File: config.mk
export PLATFORM = sky130hd
export DESIGN_NAME = mono_colourizer
export DESIGN_NICKNAME = d
export VERILOG_FILES = /design/src/rtl/mono_colourizer.sv
export SDC_FILE = /design/constraint.sdc
export NUM_CORES = 1
export LEC_CHECK = 0
export BUFFER_PORTS_ARGS = -buffer_cell sky130_fd_sc_hd__buf_2
export CAP_MARGIN = 20
export CELL_PAD_IN_SITES_DETAIL_PLACEMENT = 2
export CELL_PAD_IN_SITES_GLOBAL_PLACEMENT = 2
export CORE_MARGIN = 2
export CORE_UTILIZATION = 36
export DETAILED_ROUTE_END_ITERATION = 8
export GPL_TIMING_DRIVEN = 0
export PLACE_DENSITY_LB_ADDON = 0.1
export REMOVE_ABC_BUFFERS = 1
export SYNTH_ARGS = -nofsm -noshare
export SYNTH_HDL_FRONTEND = slang
export SYNTH_SLANG_ARGS = --single-unit
File: constraint.sdc
create_clock -name clk_sys -period 4.1 [get_ports clk_sys]
set_input_delay 0 -clock clk_sys [delete_from_list [all_inputs] [get_ports clk_sys]]
set_output_delay 0 -clock clk_sys [all_outputs]
set_load 0.005 [all_outputs]
File: src/rtl/mono_colourizer.sv
// Monochrome intensity to RGB colourizer with frame-synchronous palette switching.
// Optional scanline dimming is compiled in with `define MONO_SCANLINE_EN.
module mono_colourizer #(
    parameter int IN_BITS    = 2,
    parameter int OUT_BITS   = 6,
    parameter int WDOG_LINES = 1024
) (
    input  logic                clk_sys,
    input  logic                n_reset,
    input  logic                ce_pix,
    input  logic [1:0]          mode_i,
    input  logic [IN_BITS-1:0]  level_i,
    input  logic                hsync_i,
    input  logic                vsync_i,
    input  logic                hblank_i,
    input  logic                vblank_i,
    input  logic                scanline_i,
    output logic [OUT_BITS-1:0] r_o,
    output logic [OUT_BITS-1:0] g_o,
    output logic [OUT_BITS-1:0] b_o,
    output logic                hsync_o,
    output logic                vsync_o,
    output logic                de_o,
    output logic [1:0]          mode_o,
    output logic                pending_o
);

    typedef enum logic [1:0] {
        PAL_WHITE   = 2'd0,
        PAL_GREEN   = 2'd1,
        PAL_AMBER   = 2'd2,
        PAL_INVERSE = 2'd3
    } palette_t;

    localparam int LMAX = (1 << IN_BITS) - 1;
    localparam int WW   = $clog2(WDOG_LINES + 1);
    localparam logic [WW-1:0] WLIM = WW'(WDOG_LINES);

    function automatic logic [7:0] comp8(input int peak, input int lvl);
        return 8'((peak * lvl + LMAX / 2) / LMAX);
    endfunction

    // Lookup tables are pure constants; no divider survives elaboration.
    logic [7:0] white_t [LMAX+1];
    logic [7:0] green_t [LMAX+1];
    logic [7:0] amber_t [LMAX+1];

    for (genvar l = 0; l <= LMAX; l++) begin : g_lut
        assign white_t[l] = comp8(255, l);
        assign green_t[l] = comp8(246, l);
        assign amber_t[l] = comp8(176, l);
    end

    logic           hs_prev, vs_prev;
    logic           hs_rise, vs_rise;
    palette_t       mode_q, mode_nx;
    logic [WW-1:0]  wdog_q, wdog_nx;
    logic           pending;

    assign hs_rise   = ce_pix & hsync_i & ~hs_prev;
    assign vs_rise   = ce_pix & vsync_i & ~vs_prev;
    assign pending   = (mode_i != mode_q);
    assign pending_o = n_reset & pending;
    assign mode_o    = mode_q;

    // mode_nx feeds stage 1 too, so the pixel carrying the vsync edge uses the new palette.
    always_comb begin
        mode_nx = mode_q;
        wdog_nx = wdog_q;
        if (ce_pix) begin
            if (vs_rise) begin
                mode_nx = palette_t'(mode_i);
                wdog_nx = '0;
            end else begin
                if (hs_rise && wdog_q != WLIM)
                    wdog_nx = wdog_q + WW'(1);
                if (wdog_nx == WLIM && pending) begin
                    mode_nx = palette_t'(mode_i);
                    wdog_nx = '0;
                end
            end
        end
    end

`ifdef MONO_SCANLINE_EN
    logic par_q, par_nx, par1;

    always_comb begin
        par_nx = par_q;
        if (vs_rise)
            par_nx = 1'b0;
        else if (hs_rise)
            par_nx = ~par_q;
    end
`else
    logic unused_scanline;
    assign unused_scanline = scanline_i;
`endif

    always_ff @(posedge clk_sys) begin
        if (!n_reset) begin
            hs_prev <= 1'b0;
            vs_prev <= 1'b0;
            mode_q  <= PAL_WHITE;
            wdog_q  <= '0;
`ifdef MONO_SCANLINE_EN
            par_q   <= 1'b0;
`endif
        end else begin
            if (ce_pix) begin
                hs_prev <= hsync_i;
                vs_prev <= vsync_i;
            end
            mode_q <= mode_nx;
            wdog_q <= wdog_nx;
`ifdef MONO_SCANLINE_EN
            par_q  <= par_nx;
`endif
        end
    end

    logic [IN_BITS-1:0] level1;
    logic               hs1, vs1, de1;
    palette_t           mode1;

    always_ff @(posedge clk_sys) begin
        if (!n_reset) begin
            level1 <= '0;
            hs1    <= 1'b0;
            vs1    <= 1'b0;
            de1    <= 1'b0;
            mode1  <= PAL_WHITE;
`ifdef MONO_SCANLINE_EN
            par1   <= 1'b0;
`endif
        end else if (ce_pix) begin
            level1 <= level_i;
            hs1    <= hsync_i;
            vs1    <= vsync_i;
            de1    <= ~(hblank_i | vblank_i);
            mode1  <= mode_nx;
`ifdef MONO_SCANLINE_EN
            par1   <= par_nx;
`endif
        end
    end

    logic [IN_BITS-1:0]  idx;
    logic [7:0]          r8, g8, b8;
    logic [OUT_BITS-1:0] r_nx, g_nx, b_nx;

    always_comb begin
        idx = (mode1 == PAL_INVERSE) ? ~level1 : level1;
        r8  = '0;
        g8  = '0;
        b8  = '0;
        case (mode1)
            PAL_WHITE, PAL_INVERSE: begin
                r8 = white_t[idx];
                g8 = white_t[idx];
                b8 = white_t[idx];
            end
            PAL_GREEN: g8 = green_t[idx];
            PAL_AMBER: begin
                r8 = white_t[idx];
                g8 = amber_t[idx];
            end
            default: ;
        endcase
        r_nx = de1 ? r8[7 -: OUT_BITS] : '0;
        g_nx = de1 ? g8[7 -: OUT_BITS] : '0;
        b_nx = de1 ? b8[7 -: OUT_BITS] : '0;
`ifdef MONO_SCANLINE_EN
        if (scanline_i && par1) begin
            r_nx = r_nx >> 1;
            g_nx = g_nx >> 1;
            b_nx = b_nx >> 1;
        end
`endif
    end

    always_ff @(posedge clk_sys) begin
        if (!n_reset) begin
            r_o     <= '0;
            g_o     <= '0;
            b_o     <= '0;
            hsync_o <= 1'b0;
            vsync_o <= 1'b0;
            de_o    <= 1'b0;
        end else if (ce_pix) begin
            r_o     <= r_nx;
            g_o     <= g_nx;
            b_o     <= b_nx;
            hsync_o <= hs1;
            vsync_o <= vs1;
            de_o    <= de1;
        end
    end

endmodule

==> reports/qor.yml <==
outcome:
  status: "complete, no violations"
sta:
  drv_slew: 0
  finalHoldViolCount: 0
  timing.final.crit_period_ns: 2.52
  setup_viol: 0
  slew_headroom: 0.406
  tightest_slew_ns: 0.891
  period_share: 0.615
  fmax_ghz: 0.396
  timing.setup.tns_ns: 0
  grt_setup_unrepaired: "false"
  skew_ns: 0.00598
floorplanning:
  initial_core_util: 0.375
  io_pins: 36
  rows: 28
  dieArea_mm2: 0.00689
  chipWidth_um: 83.0
  coreArea_mm2: 0.00599
  die_h_um: 83.0
worst_setup_path:
  arrival_ns: 2.74
  endpoint: "mode1[0]$_SDFFE_PN0P_"
  cp-end-kind: "flip-flop"
  path_max_fanout: 9
  critical_path_required_ns: 4.32
  crit_start: "wdog_q[0]$_SDFFE_PN0P_"
  reg2reg_from: "wdog_q[0]$_SDFFE_PN0P_"
  timing_worst_setup_path_type: "reg -> reg"
  reg2reg_slack_ns: 1.58
  ff2ff_path_depth: 8
  startpoint_type: "flip-flop"
  r2r-end: "mode1[0]$_SDFFE_PN0P_"
pwr:
  p_clk_frac: 0.363
  finalPower_w: 0.000684
  pwr-share-seq: 0.489
  power.leakage_nw: 0.915
  p_int_w: 0.000485
  ir_drop_uv: 133
  power.density_mw_per_mm2: 278
  p_comb_frac: 0.148
  switchingPower_w: 0.000199
  sw_frac_of_total: 0.290
logic_synthesis:
  ys_types: 56
  ys_async_sr_fraction: 0
  synth_ff_type: "dfxtp_1"
  ys_warn_count: 0
  ys_seq_area_frac: 0.294
  ys_seq_elements: 33
  synth_area_mm2: 0.00225
  yosys.area.top_type: "dfxtp_1"
  synthTopCellsByArea: "dfxtp_1, nor2b_1, mux2i_1"
  synth_edf_count: 0
  syn_area_per_cell_um2: 8.42
  synth_top_cell_area_share: 0.294
  syn_inst: 267
detailed_routing:
  viasPerCell: 5.70
  route.detailed.drc: 0
  wl_per_cell_um: 16.8
  drt_iter0_drc: 52
  drt_first_pass_iters: 4
  routed_wl_mm: 6.00
  postRouteAntennaNets: 0
  num_vias: 2041
layout:
  fin_area_mm2: 0.00246
  final_nets: 300
  drive_gt1_frac: 0.201
  fillers: 699
  diodes: 0
  stdcell_count: 358
  area_delta_synth_final_pct: 9.63
clock_tree:
  clockBufferDepth: 2
  hold_buffers: 4
  insertion_delay_ns: 0.29
  ctsRootBufferMaster: "clkbuf_8"
  cts-resized-gates: 0
  h-tree-depth: 2
  clkSlewWorstSetupHoldPaths_ns: 0.07
  cts.sink_count: 33
  cts_tree: "yes"
  cts_setup_buffers: 0
  numCtsBuffers: 5
placed_design:
  dpl_cell_area_mm2: 0.00234
  portBuffers: 34
  dpl.cell_count: 346
  dp_hpwl_mm: 4.01
  place.gp.congestion: 0.776
run:
  cap_violations: 0
grt:
  antenna_found_initial: 0
  grt-ovfl-total: 0
  grt_start_max_net_pins: 53
  grt_pass1_wl_mm: 10.3
  first_global_vias: 2073
  grt_usage: 0.179
worst_hold_path:
  whs_path_depth: 3
  hold_class: "in -> reg"
-- kinds of logic (layout without fill, tap and decap cells) --
family | Yosys count | in the layout | synth area share
xor gates and xnor gates | 7 | 7 | 0.0273
buffers and inverters | 35 | 51 | 0.0841
and+or+nand+nor | 127 | 127 | 0.342
AOI/OAI and AO/OA | 48 | 48 | 0.167
muxes | 11 | 11 | 0.0518
DFF | 33 | 33 | 0.294
adders and majority gates | 6 | 6 | 0.0334
-- cells in the final DEF, fill, tap and decap left out, types with 5 or more instances in the layout --
master | synthesis | final
a21boi_0 | 5 | 5
a21oi_1 | 12 | 12
and2_1 | 5 | 5
buf_2 | 4 | 34
clkbuf_8 | 0 | 5
dfxtp_1 | 33 | 33
ha_1 | 6 | 6
mux2i_1 | 9 | 9
nand2_1 | 19 | 19
nand3_1 | 17 | 17
nand4_1 | 12 | 12
nor2_1 | 19 | 19
nor2b_1 | 16 | 16
nor3_1 | 7 | 7
o211ai_1 | 8 | 8
xnor2_1 | 5 | 5
-- Yosys cell counts, types with 2 or more instances --
cell type / number
nand4b_1: 4
or2_2: 2
nand2b_1: 4
a21boi_0: 5
nor4b_1: 2
o311ai_1: 4
nand3_1: 17
o211ai_1: 8
nand3b_1: 3
xnor2_1: 5
mux2i_1: 9
clkbuf_1: 12
o21ai_0: 4
and2_1: 5
xor2_1: 2
inv_1: 4
o221ai_1: 2
nor2_1: 19
buf_6: 2
buf_2: 4
buf_1: 2
nor2b_1: 16
ha_1: 6
nor4_1: 4
o21a_1: 2
dfxtp_1: 33
buf_4: 10
nor3_1: 7
nand2_1: 19
o2bb2ai_1: 3
a21oi_1: 12
nand4_1: 12
-- how the worst min path moves through the flow --
stage                          start                endpoint  slack [ns]
after floorplan              n_reset               pending_o        0.11
after global placement    level_i[0]  level1[0]$_SDFFE_PN0P_        0.26
after detailed placement  level_i[0]  level1[0]$_SDFFE_PN0P_        0.27
after CTS                    vsync_i        vs1$_SDFFE_PN0P_       0.003
after global routing         vsync_i        vs1$_SDFFE_PN0P_        0.03
final                        vsync_i        vs1$_SDFFE_PN0P_       0.008
-- sequential cells by signal (all words and copies together) (netlist names), 2 cells and up --
signal and count:
level1 2, mode_o 2, wdog_q 11, r_o 2
mode1 2, g_o 6, b_o 2
-- power groups by stage --
stage | combinational, W | clock, W | sequential [W]
after floorplan | 0.0000608 | 0 | 0.000341
after global placement | 0.0000965 | 0 | 0.000342
after detailed placement | 0.0000988 | 0 | 0.000342
after CTS | 0.000103 | 0.000259 | 0.000335
after global routing | 0.000113 | 0.000271 | 0.000336
final | 0.000101 | 0.000248 | 0.000335
-- per-stage QoR --
stage | utilization | worst slack (ns) | hold WS (ns)
finish | 0.411 | 1.58 | 0.00819
global route | 0.411 | 1.37 | 0.0322
CTS | 0.411 | 1.56 | 0.00314
detailed placement | 0.391 | 1.59 | 0.275
global placement | 0.391 | 1.65 | 0.261
floorplan | - | 1.93 | 0.110
-- worst max-delay path, cell delays in order (launching register included) --
cell	delay, ns
dfxtp_1	0.48
inv_1	0.10
ha_1	0.21
and4bb_4	0.21
a31oi_4	0.32
mux2i_1	0.27
nand3_2	0.21
o311ai_1	0.42
nor3b_2	0.22
-- per-layer routing --
metal	vias to the layer above	wire (um)	GRT usage	share of wire
met5	-	0	0	0
met4	0	36	0.0358	0.0060
met3	5	161	0.0268	0.027
met2	30	3070	0.318	0.51
met1	1019	2740	0.229	0.46
li1	987	-	-	-
-- layout make-up --
class	instances	area, um^2	share of cell area
Tap cell	75	93.8	0.0381
Multi-Input combinational cell	199	1400	0.567
Timing Repair Buffer	38	210	0.0853
Sequential cell	33	661	0.268
Inverter	5	18.8	0.00762
Clock inverter	2	10.0	0.00406
Clock buffer	6	72.6	0.0295
Power figures use the tool's default switching activity.
